==> src/rtl/rram_addr_issuer.sv <==
// Nibble-serial address issuer for the RRAM address bus: selects the chip,
// shifts ADDR_W bits out MSB-nibble-first on WE rising edges under ALE, then holds CE low.
module rram_addr_issuer #(
    parameter int ADDR_W      = 12,
    parameter int NIB_W       = 4,
    parameter int SETUP_CYC   = 2,
    parameter int WE_LOW_CYC  = 2,
    parameter int WE_HIGH_CYC = 2,
    parameter int HOLD_CYC    = 1
) (
    input  logic              clk,
    input  logic              rst,
    input  logic              start,
    input  logic [ADDR_W-1:0] addr_in,
    input  logic              ce_release,
    output logic              busy,
    output logic              done,
    output logic [NIB_W-1:0]  IO,
    output logic              CE,
    output logic              WE,
    output logic              ALE
);
    localparam int NUM_NIB = ADDR_W / NIB_W;
    localparam int MAX_A   = (SETUP_CYC > WE_LOW_CYC) ? SETUP_CYC : WE_LOW_CYC;
    localparam int MAX_B   = (WE_HIGH_CYC > HOLD_CYC) ? WE_HIGH_CYC : HOLD_CYC;
    localparam int MAX_CYC = (MAX_A > MAX_B) ? MAX_A : MAX_B;
    localparam int CNT_W   = $clog2(MAX_CYC) + 1;
    localparam int NIB_IW  = $clog2(NUM_NIB) + 1;

    localparam logic [CNT_W-1:0]  SETUP_LAST = CNT_W'(SETUP_CYC - 1);
    localparam logic [CNT_W-1:0]  WLO_LAST   = CNT_W'(WE_LOW_CYC - 1);
    localparam logic [CNT_W-1:0]  WHI_LAST   = CNT_W'(WE_HIGH_CYC - 1);
    localparam logic [CNT_W-1:0]  HOLD_LAST  = CNT_W'(HOLD_CYC - 1);
    localparam logic [NIB_IW-1:0] NIB_LAST   = NIB_IW'(NUM_NIB - 1);

    typedef enum logic [2:0] {
        S_IDLE, S_SEL, S_ALSU, S_WLO, S_WHI, S_AOFF, S_HOLD
    } state_t;

    state_t              state_q, state_d;
    logic [CNT_W-1:0]    cnt_q, cnt_d;
    logic [NIB_IW-1:0]   nib_q, nib_d;
    logic [ADDR_W-1:0]   shadow_q, shadow_d;
    logic                busy_d, done_d, ce_d, we_d, ale_d;
    logic [NIB_W-1:0]    io_d;

    always_ff @(posedge clk) begin
        if (rst) begin
            state_q  <= S_IDLE;
            cnt_q    <= '0;
            nib_q    <= '0;
            shadow_q <= '0;
            busy     <= 1'b0;
            done     <= 1'b0;
            IO       <= '0;
            CE       <= 1'b1;
            WE       <= 1'b1;
            ALE      <= 1'b0;
        end else begin
            state_q  <= state_d;
            cnt_q    <= cnt_d;
            nib_q    <= nib_d;
            shadow_q <= shadow_d;
            busy     <= busy_d;
            done     <= done_d;
            IO       <= io_d;
            CE       <= ce_d;
            WE       <= we_d;
            ALE      <= ale_d;
        end
    end

    always_comb begin
        state_d  = state_q;
        cnt_d    = cnt_q + 1'b1;
        nib_d    = nib_q;
        shadow_d = shadow_q;
        unique case (state_q)
            S_IDLE: begin
                cnt_d = '0;
                if (start) begin
                    shadow_d = addr_in;
                    nib_d    = '0;
                    state_d  = S_SEL;
                end
            end
            S_SEL: if (cnt_q == SETUP_LAST) begin
                cnt_d   = '0;
                state_d = S_ALSU;
            end
            S_ALSU: if (cnt_q == SETUP_LAST) begin
                cnt_d   = '0;
                state_d = S_WLO;
            end
            S_WLO: if (cnt_q == WLO_LAST) begin
                cnt_d   = '0;
                state_d = S_WHI;
            end
            S_WHI: if (cnt_q == WHI_LAST) begin
                cnt_d = '0;
                if (nib_q == NIB_LAST) begin
                    state_d = S_AOFF;
                end else begin
                    // Shifting the shadow puts the next nibble on top, so IO moves on WLO entry.
                    nib_d    = nib_q + 1'b1;
                    shadow_d = shadow_q << NIB_W;
                    state_d  = S_WLO;
                end
            end
            S_AOFF: if (cnt_q == HOLD_LAST) begin
                cnt_d   = '0;
                state_d = S_HOLD;
            end
            S_HOLD: begin
                cnt_d = '0;
                if (start) begin
                    shadow_d = addr_in;
                    nib_d    = '0;
                    state_d  = S_ALSU;
                end else if (ce_release) begin
                    state_d = S_IDLE;
                end
            end
            default: begin
                cnt_d   = '0;
                state_d = S_IDLE;
            end
        endcase
    end

    // Outputs are decoded from the next state so the registered pins line up with state_q.
    always_comb begin
        ce_d   = (state_d == S_IDLE);
        ale_d  = (state_d == S_ALSU) || (state_d == S_WLO) || (state_d == S_WHI);
        we_d   = (state_d != S_WLO);
        busy_d = (state_d != S_IDLE) && (state_d != S_HOLD);
        done_d = (state_d == S_HOLD) && (state_q != S_HOLD);
        io_d   = '0;
        if (ale_d || state_d == S_AOFF)
            io_d = shadow_d[ADDR_W-1 -: NIB_W];
    end
endmodule
==> config.mk <==
export PLATFORM = sky130hd
export DESIGN_NAME = rram_addr_issuer
export DESIGN_NICKNAME = d
export VERILOG_FILES = /design/src/rtl/rram_addr_issuer.sv
export SDC_FILE = /design/constraint.sdc
export NUM_CORES = 1
export LEC_CHECK = 0
export BUFFER_PORTS_ARGS = -buffer_cell sky130_fd_sc_hd__buf_2
export CORE_MARGIN = 2
export CORE_UTILIZATION = 55
export CTS_CLUSTER_DIAMETER = 50
export DETAILED_ROUTE_END_ITERATION = 10
export PLACE_DENSITY = 0.78
export SLEW_MARGIN = 30
export SYNTH_ARGS = -nofsm -noshare
export SYNTH_HDL_FRONTEND = slang
export SYNTH_SLANG_ARGS = --single-unit
==> constraint.sdc <==
create_clock -name clk -period 2.1 [get_ports clk]
set_input_delay 0.21 -clock clk [delete_from_list [all_inputs] [get_ports clk]]
set_output_delay 0.21 -clock clk [all_outputs]
set_load 0.01 [all_outputs]
Yosys cells after proc, flatten, opt, wreduce, memory -nomap -nowiden:

Index checks and enable logic that the tools add are counted.

* reductions and logical operators: 14
* bitwise logic cells: 1
* eq/ne operators: 19
* muxes and demuxes: 21
* add/sub/neg operators: 2

Operator list (count)
* $mux W12: 3
* $mux W3: 12
* $pmux W12 S2: 1
* $pmux W3 S7: 1
* $eq A3 B3 Y1 const B: 6
* $eq A3 B2 Y1 const B: 5
* $logic_not A3 Y1: 2
* $ne A3 B3 Y1 const B: 2
* $pmux W3 S2: 1
* $mux W2: 2
* $ne A2 B2 Y1 const B: 2
* $pmux W2 S2: 1
* $reduce_and A4 Y1: 1
* $reduce_or A2 Y1: 2
* $reduce_or A4 Y1: 1
* $add A3 B1 Y3 const B: 1
* $eq A3 B1 Y1 const B: 1
* $logic_or A1 B1 Y1: 3
* $ne A3 B2 Y1 const B: 1
* $reduce_bool A3 Y1: 1
* $add A2 B1 Y2 const B: 1
* $eq A2 B1 Y1 const B: 1
* $logic_and A1 B1 Y1: 2
* $logic_not A2 Y1: 1
* 3 further kinds: 3

* output and inout port bits: 9
* register bits: 29
* logic and storage cells: 68

Longest topological paths before layout:

* depth in word-level cells: 10
* gate-level depth with buffers: 8
* mapped depth without buffers: 7

Worst setup path after synthesis:

Ideal clock, no wire load.

* path type: register to register
* start point: register cnt_q[1]
* end point: register ALE
* stages on the path, launching flop included: 9
* path buffers: 1
* arrival time: 1.631 ns
* setup time: 0.116 ns
* setup slack: 0.353 ns
* cell sequence: dfxtp_1 -> inv_1 -> ha_1 -> buf_2 -> mux2_4 -> o211ai_2 -> o311a_4 -> nor3_1 -> a31o_2

* longest elaborated chain between the ends: 6

RTL lines
* from (decl): line 41 `logic [CNT_W-1:0] cnt_q, cnt_d;`
* from (signal assigned): line 61 `cnt_q <= cnt_d;`
* $eq A2 B1 Y1 / $logic_not A2 Y1 (equally long branches)
* $mux W3, on equally long branches
* $pmux W3 S7 (*): line 78 `unique case (state_q)`
* $eq A3 B2 Y1: line 134 `ale_d = (state_d == S_ALSU) || (state_d == S_WLO) || (state_d == S_WHI);`
* $logic_or A1 B1 Y1: line 134
* $logic_or A1 B1 Y1 (*): line 134
* to (signal assigned): line 69 `ALE <= ale_d;`
* to (decl): line 21 `output logic ALE`

Every way passes the cells marked *; elsewhere a longest branch is shown, timed or not.
A chain may end at the register's enable or synchronous reset.

Worst setup path in the final report:

* start point: register state_q[2]
* end point: register shadow_q[4]

* longest elaborated chain between the ends: 4

RTL lines
* from (decl): line 40 `state_t state_q, state_d;`
* from (signal assigned): line 60 `state_q <= state_d;`
* $eq A3 B3 Y1 / $logic_not A3 Y1 (equally long branches): line 78
* $reduce_or A2 Y1 (no line)
* $ne A2 B1 Y1 (no line) / $reduce_bool A2 Y1 (equally long branches)
* $reduce_and A4 Y1 (no line)
* to (signal assigned): line 63 `shadow_q <= shadow_d;`
* to (decl): line 43 `logic [ADDR_W-1:0] shadow_q, shadow_d;`

Several ways; a longest one is shown, not always the timed one.

==> flow_metrics.py <==
metrics = {
    "status": {
        "outcome": "complete, no violations",
    },
    "cells_and_area": {
        "multi_input_area_sq_um": 801,
        "drive_gt1_share_pct": 26.0,
        "n_antenna_cell": 0,
        "nNetsFinal": 203,
        "final_util_pct": 65.3,
        "fill_cells": 226,
        "ff_latch_area_sq_um": 581,
        "syn_to_final_growth_pct": 10.9,
    },
    "grt": {
        "antenna_found_initial": 0,
        "track_usage_pct": 20.1,
        "grt_max_degree": 30,
        "overflow": 0,
        "grt_pass1_vias": 1162,
        "grt_pass1_wl_um": 4930,
    },
    "detailed_routing": {
        "via_count": 1225,
        "postRouteAntennaNets": 0,
        "drcViolationCount": 0,
        "routed_wl_um": 2860,
        "vias_per_cell": 5.81,
        "dr.first_iter.drc_count": 33,
        "wl_per_cell_um": 13.5,
        "drt_first_pass_iters": 4,
    },
    "place": {
        "port_buffers": 24,
        "place_hpwl_um": 2080,
        "place_congestion": 0.878,
    },
    "critical_path": {
        "startpoint_type": "flip-flop",
        "worst_ep_arrival_time_ps": 2180,
        "slowest_delay_ps": 680,
        "crit_chain": "and2b_2 -> nand3_2 -> a21o_1 -> a221oi_1 -> nor3_1",
        "crit_slowest_cell": "dfxtp_1",
        "cp_max_fo": 18,
        "required_ps": 2300,
        "crit_path_end_kind": "flip-flop",
        "path_class": "flip-flop to flip-flop",
    },
    "synth": {
        "yosysTopAreaCell": "dfxtp_1",
        "synth_top_family_by_area": "simple AND/OR/NAND/NOR gates",
        "synth_top_area_share_pct": 39.5,
        "synth_ff_type": "dfxtp_1",
        "ys_seq_area_share_pct": 39.5,
        "synth_fa_ha_area_share_pct": 5.95,
        "synthXorXnorAreaFrac_pct": 2.30,
        "synth.area.top_cells": "dfxtp_1, ha_1, nand3b_1, nor2_1, a22oi_1",
        "synth_compound_area_share_pct": 20.4,
        "synth_common_cells": "dfxtp_1, nor2_1, nand3b_1",
        "async_flop_share_pct": 0,
        "synth-simple-area-share_pct": 24.0,
        "ys_ff_latch": 29,
        "syn_avg_cell_area_sq_um": 9.31,
        "synth_cells": 158,
        "synth-edff-count": 0,
        "syn_nets": 181,
        "synthMuxAreaShare_pct": 1.79,
        "synth.most_common_cell": "dfxtp_1",
        "synth_warnings": 0,
        "syn_area_sq_um": 1470,
        "synth.distinct_cells": 47,
    },
    "floorplanning": {
        "start_util_pct": 58.9,
        "core-area_sq_um": 2500,
        "rows": 18,
        "io_pins": 25,
        "dieArea_sq_um": 3110,
        "fp.dieH_um": 55.7,
        "fp.dieW_um": 55.7,
    },
    "pwr": {
        "power_leakage_nw": 0.683,
        "peakVddDrop_mv": 0.554,
        "power.density_nw_per_um2": 701,
        "power.total_w": 0.00114,
    },
    "clocking": {
        "cts-root-buf": "clkbuf_4",
        "htreeDepth": 2,
        "cts_buffers": 5,
        "cts_max_path_buffers": 2,
        "cts_setup_buffers": 0,
        "clk_latency_ps": 330,
        "clk_pin_slew_worst_paths_ps": 90,
        "cts_resized": 0,
        "cts_tree": "built",
        "clock_sinks": 29,
        "ctsHoldBuffers": 0,
    },
    "sta": {
        "fmax_mhz": 506,
        "fin_setup_tns_ps": 0,
        "clock_skew_ps": 5.09,
        "timing.final.crit_share_pct": 94.0,
        "setup_viol": 0,
        "worst_hold_slack_ps": 132,
        "final_hold_viol_count": 0,
        "worst_slew_pin_slew_ps": 557,
        "drv_slew": 0,
        "min_period_ps": 1980,
        "relSlewSlack_pct": 62.8,
        "rsz0062_at_grt": "no",
    },
    "flow_run": {
        "cap_violations": 0,
    },
    "min_path": {
        "hp-class": "primary input to flip-flop",
    },
}
-- flip-flops by register name, summed over array words and instances, names as in the netlist --
signal	count
WE	1
nib_q	3
busy	1
shadow_q	12
CE	1
state_q	3
done	1
IO	4
cnt_q	2
ALE	1
-- per-stage QoR --
step / instance area [sq um] / instances / setup slack, ps
detailed placement: 1580 / 203 / 176
CTS: 1630 / 211 / 163
floorplan: 1470 / 158 / 353
finish: 1630 / 211 / 125
global route: 1630 / 211 / 3.36
global placement: 1580 / 203 / 287
-- layout make-up --
type	count	area share, %
tap	30	2.30
timing repair buffer	27	8.74
clock buffer	6	2.53
inverter	5	1.15
multi-input combinational	112	49.1
sequential	29	35.6
clock inverter	2	0.613
-- power by group --
part	switching (W)	total, W	internal (W)
registers	0.0000304	0.000618	0.000587
clock network	0.000191	0.000319	0.000127
logic	0.000113	0.000207	0.0000939
-- cell families (layout without fill, tap and decap cells) --
| group | Yosys count | in the layout |
|---|---|---|
| xor gates and xnor gates | 3 | 3 |
| DFF | 29 | 29 |
| and+or+nand+nor | 64 | 64 |
| AOI/OAI and AO/OA | 36 | 36 |
| adders and majority gates | 7 | 7 |
| muxes | 2 | 2 |
| buffers and inverters | 17 | 40 |
-- cells in the final DEF, fill, tap and decap left out, types with 2 or more instances in the layout --
| cell | n |
|---|---|
| a221oi_1 | 4 |
| nand2b_1 | 3 |
| a31oi_1 | 5 |
| clkinv_2 | 2 |
| inv_1 | 5 |
| nor3_1 | 6 |
| nand3b_1 | 11 |
| nand2_1 | 9 |
| nand3_1 | 5 |
| dfxtp_1 | 29 |
| nor2_1 | 19 |
| ha_1 | 7 |
| clkbuf_4 | 5 |
| nor4b_1 | 2 |
| buf_4 | 3 |
| buf_2 | 24 |
| a21oi_1 | 5 |
| o21ai_0 | 2 |
| xnor2_1 | 2 |
| and3b_1 | 2 |
| a22oi_1 | 5 |
-- worst max-delay path: cells and delay by family (launching register included) --
kind             cells  cell delay, ps
AND/OR/NAND/NOR      3             540
AO/OA/AOI/OAI        2             620
flip-flops           1             680
-- path summary, 6_finish.rpt --
kind / slack [ps] / to / cells past startpoint / start
worst max register to register: 120 / shadow_q[4]$_SDFFE_PP0P_ / 5 / state_q[2]$_SDFF_PP0_
worst max-delay path: 120 / shadow_q[4]$_SDFFE_PP0P_ / 5 / state_q[2]$_SDFF_PP0_
worst min register to register: 470 / shadow_q[10]$_SDFF_PP0_ / 2 / shadow_q[10]$_SDFF_PP0_
worst min-delay path: 130 / shadow_q[2]$_SDFFE_PP0P_ / 3 / addr_in[2]
-- routing by layer --
metal	vias to the layer above	GRT usage [%]	routed length [um]
met5	-	0	0
met4	0	8.71	50
met3	6	6.28	149
met2	39	33.7	1340
met1	562	23.4	1320
li1	618	-	-
Power figures use the tool's default switching activity.
